$ cat src/rtl/pico_ctrl_core.sv
`default_nettype none
// ============================================================================
// Module   : pico_ctrl_core
// Brief    : PicoCtrl micro-sequencer execution engine (fetch, decode, run).
// Revision : 1.0
// ============================================================================
module pico_ctrl_core #(
    parameter int ADDR_W   = 5,
    parameter int PRESCALE = 50000
) (
    input  logic              clk_i,
    input  logic              reset_i,
    input  logic              en_i,
    input  logic [1:0]        cond_in_i,
    output logic [ADDR_W-1:0] rom_addr_o,
    input  logic [15:0]       rom_data_i,
    output logic [7:0]        reg0_o,
    output logic [7:0]        reg1_o,
    output logic [7:0]        reg2_o,
    output logic [7:0]        reg3_o,
    output logic [ADDR_W-1:0] pc_o,
    output logic              waiting_o,
    output logic              halted_o
);

    localparam int PRE_W = (PRESCALE > 1) ? $clog2(PRESCALE) : 1;
    localparam logic [PRE_W-1:0] C_PRE_LAST = PRE_W'(PRESCALE - 1);

    localparam logic [1:0] S_RUN  = 2'd0;
    localparam logic [1:0] S_WAIT = 2'd1;
    localparam logic [1:0] S_HALT = 2'd2;

    localparam logic [2:0] A_WRITE = 3'b001;
    localparam logic [2:0] A_JUMP  = 3'b010;
    localparam logic [2:0] A_WAIT  = 3'b011;
    localparam logic [2:0] A_HALT  = 3'b100;

    logic [1:0]        meta_q, sync_q;
    logic [1:0]        state_q, state_d;
    logic [ADDR_W-1:0] pc_q, pc_d;
    logic [3:0][7:0]   regs_q, regs_d;
    logic [7:0]        tick_q, tick_d;
    logic [PRE_W-1:0]  pre_q, pre_d;

    logic [2:0] w_cond;
    logic [2:0] w_act;
    logic [1:0] w_sel;
    logic [7:0] w_imm;
    logic       w_cond_true;
    logic       w_c0, w_c1;

    assign w_cond = rom_data_i[15:13];
    assign w_act  = rom_data_i[12:10];
    assign w_sel  = rom_data_i[9:8];
    assign w_imm  = rom_data_i[7:0];
    assign w_c0   = sync_q[0];
    assign w_c1   = sync_q[1];

    always_comb begin
        w_cond_true = 1'b0;
        case (w_cond)
            3'b000:  w_cond_true = 1'b1;
            3'b001:  w_cond_true = ~w_c0;
            3'b010:  w_cond_true = w_c0;
            3'b011:  w_cond_true = ~w_c1;
            3'b100:  w_cond_true = w_c1;
            3'b101:  w_cond_true = w_c0 & w_c1;
            3'b110:  w_cond_true = w_c0 | w_c1;
            default: w_cond_true = 1'b0;
        endcase
    end

    always_comb begin
        state_d = state_q;
        pc_d    = pc_q;
        regs_d  = regs_q;
        tick_d  = tick_q;
        pre_d   = pre_q;
        if (en_i) begin
            case (state_q)
                S_RUN: begin
                    pc_d = pc_q + 1'b1;
                    if (w_cond_true) begin
                        case (w_act)
                            A_WRITE: regs_d[w_sel] = w_imm;
                            A_JUMP:  pc_d = w_imm[ADDR_W-1:0];
                            A_WAIT: begin
                                // A zero-length wait degenerates to a nop.
                                if (w_imm != 8'd0) begin
                                    tick_d  = w_imm;
                                    pre_d   = '0;
                                    state_d = S_WAIT;
                                    pc_d    = pc_q;
                                end
                            end
                            A_HALT: begin
                                state_d = S_HALT;
                                pc_d    = pc_q;
                            end
                            default: ;
                        endcase
                    end
                end
                S_WAIT: begin
                    if (pre_q == C_PRE_LAST) begin
                        pre_d = '0;
                        if (tick_q == 8'd1) begin
                            tick_d  = 8'd0;
                            state_d = S_RUN;
                            pc_d    = pc_q + 1'b1;
                        end else begin
                            tick_d = tick_q - 8'd1;
                        end
                    end else begin
                        pre_d = pre_q + 1'b1;
                    end
                end
                default: ;
            endcase
        end
    end

    always_ff @(posedge clk_i or posedge reset_i) begin
        if (reset_i) begin
            meta_q  <= 2'b00;
            sync_q  <= 2'b00;
            state_q <= S_RUN;
            pc_q    <= '0;
            regs_q  <= '0;
            tick_q  <= 8'd0;
            pre_q   <= '0;
        end else begin
            // Synchroniser keeps sampling even while the core is paused.
            meta_q  <= cond_in_i;
            sync_q  <= meta_q;
            state_q <= state_d;
            pc_q    <= pc_d;
            regs_q  <= regs_d;
            tick_q  <= tick_d;
            pre_q   <= pre_d;
        end
    end

    assign rom_addr_o = pc_q;
    assign pc_o       = pc_q;
    assign reg0_o     = regs_q[0];
    assign reg1_o     = regs_q[1];
    assign reg2_o     = regs_q[2];
    assign reg3_o     = regs_q[3];
    assign waiting_o  = (state_q == S_WAIT);
    assign halted_o   = (state_q == S_HALT);

endmodule
`default_nettype wire

$ cat config.mk
export PLATFORM = sky130hd
export DESIGN_NAME = pico_ctrl_core
export DESIGN_NICKNAME = d
export VERILOG_FILES = /design/src/rtl/pico_ctrl_core.sv
export SDC_FILE = /design/constraint.sdc
export NUM_CORES = 1
export LEC_CHECK = 0
export BUFFER_PORTS_ARGS = -buffer_cell sky130_fd_sc_hd__buf_2
export CORE_UTILIZATION = 52
export CTS_BUF_LIST = sky130_fd_sc_hd__clkbuf_8
export CTS_CLUSTER_SIZE = 28
export DETAILED_ROUTE_END_ITERATION = 10
export PLACE_DENSITY = 0.79
export REMOVE_ABC_BUFFERS = 1
export SLEW_MARGIN = 10
export SYNTH_ARGS = -nofsm -noshare
export SYNTH_HDL_FRONTEND = slang
export SYNTH_SLANG_ARGS = --single-unit
$ cat constraint.sdc
create_clock -name clk_i -period 2.2 [get_ports clk_i]
set_input_delay 0.22 -clock clk_i [delete_from_list [all_inputs] [get_ports clk_i]]
set_output_delay 0.22 -clock clk_i [all_outputs]
set_load 0.005 [all_outputs]
# Word level (Yosys, flattened, before mapping)
# Cells that the tools add are included.
# classes
add_sub_neg	3
order_cmp	2
n_eq_ne	23
mux	27
n_bitwise	4
n_reduce_logical	10
# ops
op	count
16-bit two-way mux	4
8-bit two-way mux	6
32-bit bitwise mux	1
16-bit one-hot mux with 2 select lines	1
5-bit two-way mux	4
16-bit by 1-bit adder with 16-bit output (second input constant)	1
8-bit demux with 2-bit select	1
16-bit == test (second input constant)	1
8-bit one-hot mux with 2 select lines	1
5-bit one-hot mux with 3 select lines	1
3-bit by 2-bit == test with 1-bit output (second input constant)	4
3-bit == test (second input constant)	4
6-bit AND reduction	2
5-bit one-hot mux with 2 select lines	1
8-bit by 1-bit == test with 1-bit output (second input constant)	1
2-bit two-way mux	4
2-bit one-hot mux with 2 select lines	2
8-bit nonzero test	1
8-bit by 1-bit subtractor with 8-bit output (second input constant)	1
1-bit one-hot mux with 7 select lines	1
7-bit AND reduction	1
3-bit by 1-bit == test with 1-bit output (second input constant)	2
2-bit != test (second input constant)	3
3-bit != test (second input constant)	2
other kinds (17)	19
# totals
regBits	67
in_bits	21
elab_cells	79

# Longest topological paths before layout
# depth
depth_word	5
depth_mapped	8

# Least setup slack after synthesis
# Ideal clock, no wire load.
# synth_path
kind	register to register
startpoint	register tick_q[1]
endpoint	register pc_q[0], in the netlist pc_o[0]
setup_time_ps	87
arrival_time_ps	2088
t_required_ps	2113
path_slack_ps	26
stages_incl_launch_ff	8
n_path_buf	0
cell_sequence	dfrtp_1 inv_1 ha_1 or4b_2 o21ai_2 nand3_2 or4b_1 o211ai_1
# synth_between
elab_chain_len	3
# synth_rtl
item	line	text
start, declared	42	logic [7:0] tick_q, tick_d;
start signal, assigned	139	tick_q <= tick_d;
8-bit by 1-bit == test with 1-bit output	107	if (tick_q == 8'd1) begin
2-bit by 1-bit != test with 1-bit output (no source line)	n/a	
6-bit AND reduction (no source line)	n/a	
end signal, assigned	137	pc_q <= pc_d;
end, declared	40	logic [ADDR_W-1:0] pc_q, pc_d;
# Every way passes these cells.
# A chain may end at the register's enable or synchronous reset.

# Worst setup path in the final report
# Ends and elaborated chain as after synthesis.

==> results by group <==
Logic synthesis
  • Syn_area_per_cell: 10.8 um2
  • Sequential share of the synthesized area: 49.2%
  • Syn Inst Count: 316
  • Ys Warns: 0
  • Synth Area in Simple Gates: ~16%
  • Largest family of logic cells by synthesized area: compound AO/OA/AOI/OAI gates
  • Synth Area in Compound Gates: 16.8%
  • Mux cell area share after synthesis: 12.3%
  • #FFs+latches synth: 67
  • Netlist cell types: 54
  • Async S/R FF share, synth: 100%
  • Syn Std Cell Area: 0.00341 mm2
  • Post-Synth Adder-Cell Area: 1.47%
  • XOR/XNOR Fraction of Synth Area: 0%
  • Ys flop type: dfrtp_1
  • Post-synth EDFFs: 0

Die
  • I/O pin cnt: 65
  • Initial Util: 53.7%
  • Die H: roughly 83 um
  • Chip width: 83.0 um
  • Total core area: roughly 0.0063 mm2
  • Die area: 0.00688 mm2
  • # rows: 29

Timing
  • Tmin final: 2.17 ns
  • Slew @ Worst Pin: 0.441 ns
  • Final worst path period share: 98.8%
  • Finish-stage setup viols: 0
  • Slew HR: 70.3%
  • Fmax: about 460 MHz
  • Fin. max-slew vios: 0
  • Setup Skew: approximately 0.0039 ns
  • Final WS setup: 0.0259 ns
  • RSZ-0062 raised after global routing: yes
  • Hold Vio Cnt, Final: 0

CTS
  • Clock tree buffer depth: 2
  • CTS Buf Count: 9
  • Clock latency on the worst-skew pair: 0.35 ns
  • TritonCTS clock tree: built
  • Worst-path clk slew: 0.08 ns
  • H-tree levels: 3
  • CTS sink cnt: 67
  • CTS root buffer: clkbuf_8

Setup path
  • Max FO, Critical Path: 3
  • Setup CP Type: reg2reg
  • Critical Path Sink Type: register
  • Data required time of the critical path: 2.47 ns
  • Arr. time, crit path: 2.44 ns
  • Slowest-stage cell, CP: or4b_2
  • CP Cell Sequence: inv_1, ha_1, or4b_2, o21ai_4, nand3_2, or4b_1, o211ai_1
  • CP startpoint kind: register
  • Worst path buffer plus inverter count: 1
  • CP delay by family, top: simple AND/OR/NAND/NOR gates
  • CP max stage delay: 0.64 ns

Cells and area
  • Fill cell total of the finished layout: around 450
  • N_diodes: 0
  • Layout cells sized above 1: 40.0%
  • Commonest non-fill, non-tap cell in the layout: dfrtp_1
  • Util after Layout: 68.7%
  • Area Overhead vs Synth: 27.9%
  • Final #Nets: 437
  • Most frequent cells in the layout: dfrtp_1 (67), buf_2 (64), mux2_2 (32)

Hold path
  • Hold WC Path Type: in2reg

Detailed routing
  • WL per Instance: 17.0 um
  • DR iter-0 viols: 178
  • Vias: between 2000 and 3000
  • Post-DRT Antenna Nets: 0
  • WL final: about 8400 um
  • Vias/cell: 6.06
  • Final routed DRC violation total: 0
  • DR pass1 iterations: 5

Placed design
  • Placer congestion estimate: around 0.83
  • Pre-CTS WS: -0.0374 ns
  • IO Port Bufs: between 60 and 70
  • Post-DP HPWL: 5820 um

Power
  • Lkg Pwr: 2.12 nW
  • Power Dens Cells: 1110 mW/mm2
  • Maximum vdd ir drop: 0.668 mV

Global route
  • Vias in the first global route: roughly 2900
  • Grt total ovfl: 0
  • Largest net degree at the start of global routing: 36
  • Antenna violations before repair: 0
  • GRT Total Usage: 25.4%
  • First-pass GRT wire length: around 14000 um

Run status
  • Status: finished clean

Run
  • Max Cap Viol: 0
synth_stat cells (all sizes together) (7+ instances only):
| cell | count | area, um2 |
|---|---|---|
| buf | 12 | 83.8 |
| nand2b | 7 | 43.8 |
| mux2 | 32 | 360 |
| a21oi | 15 | 75.1 |
| clkbuf | 7 | 26.3 |
| dfrtp | 67 | 1680 |
| o21ai | 39 | 199 |
| o31ai | 10 | 75.1 |
| inv | 8 | 30.0 |
| nand3 | 10 | 55.1 |
| nand2 | 13 | 48.8 |
| nor2 | 12 | 45.0 |
sequential cells by signal, indices dropped and copies added, names as in the netlist:
name and cells:
sync_q 2, reg1_o 8, meta_q 2, state_q 2, pc_o 5, reg2_o 8, reg3_o 8, tick_q 8
reg0_o 8, pre_q 16
tightest hold or removal path, cell delays in order:
cell and delay [ns]:
buf_2 0.13, nand3_1 0.07, o21ai_1 0.05
what timing repair did:
action / 4_1_cts / 5_1_grt
resized for setup: 3 / 33
hold buffers: 3 / 0
setup endpoints to repair: 10 / 18
buffers inserted: 0 / 5
hold endpoints to repair: 69 / 0
cloned: 0 / 0
pin swaps: 0 / 4
per-layer routing:
metal  track usage [%]  up-vias  wire length, um
met5                 0        -                0
met4              8.46        0              129
met1              33.0     1482             3520
li1                  -     1373                -
met3              7.26       14              535
met2              41.1      127             4230
path summary, 6_finish.rpt:
path	startpoint	endpoint	slack [ns]	depth (start not counted)
worst max-delay path	tick_q[1]	pc_o[0]	0.03	7
worst min-delay path	en_i	pre_q[13]	0.16	3
worst max register to register	tick_q[1]	pc_o[0]	0.03	7
worst min register to register	meta_q[0]	sync_q[0]	0.35	0
max in group asynchronous	reset_i	reg2_o[1]	1.37	4
min in group asynchronous	reset_i	state_q[0]	0.51	4
cell type report:
type	instances	area (um2)	area share, %
sequential	67	1680	38.5
multi-input combinational	222	1650	37.9
timing repair buffer	104	672	15.4
clock buffer	10	138	3.16
tap	77	96.3	2.21
clock inverter	6	95.1	2.18
inverter	8	30.0	0.689
kinds of logic after synthesis:
logic type / count (synthesis)
adder cells (fa/ha/maj): 4
AO/OA/AOI/OAI: 90
flip-flops: 67
multiplexers: 38
buffers and inverters: 27
AND/OR/NAND/NOR: 90
report_power, final:
group          internal (mW)  total, mW  switching (mW)  leakage [nW]
clock network          0.683       1.20           0.518         0.118
logic                  0.885       1.77           0.881          1.13
registers               1.57       1.86           0.289         0.874
total                   3.14       4.82            1.69          2.12
per-stage QoR:
| step | hold WS (ns) | instance area (um2) | std cells | power, mW | setup TNS (ns) |
|---|---|---|---|---|---|
| 2_1_floorplan | 0.251 | 3300 | 297 | 2.72 | -3.42 |
| 3_3_place_gp | 0.329 | 3980 | 470 | 3.37 | 0 |
| 3_5_place_dp | 0.330 | 3980 | 470 | 3.44 | -0.0424 |
| 6_report | 0.157 | 4360 | 494 | 4.82 | 0 |
| 5_1_grt | 0.173 | 4360 | 494 | 5.12 | -0.324 |
| 4_1_cts | 0.168 | 4250 | 489 | 4.66 | 0 |
Power figures use the tool's default switching activity.
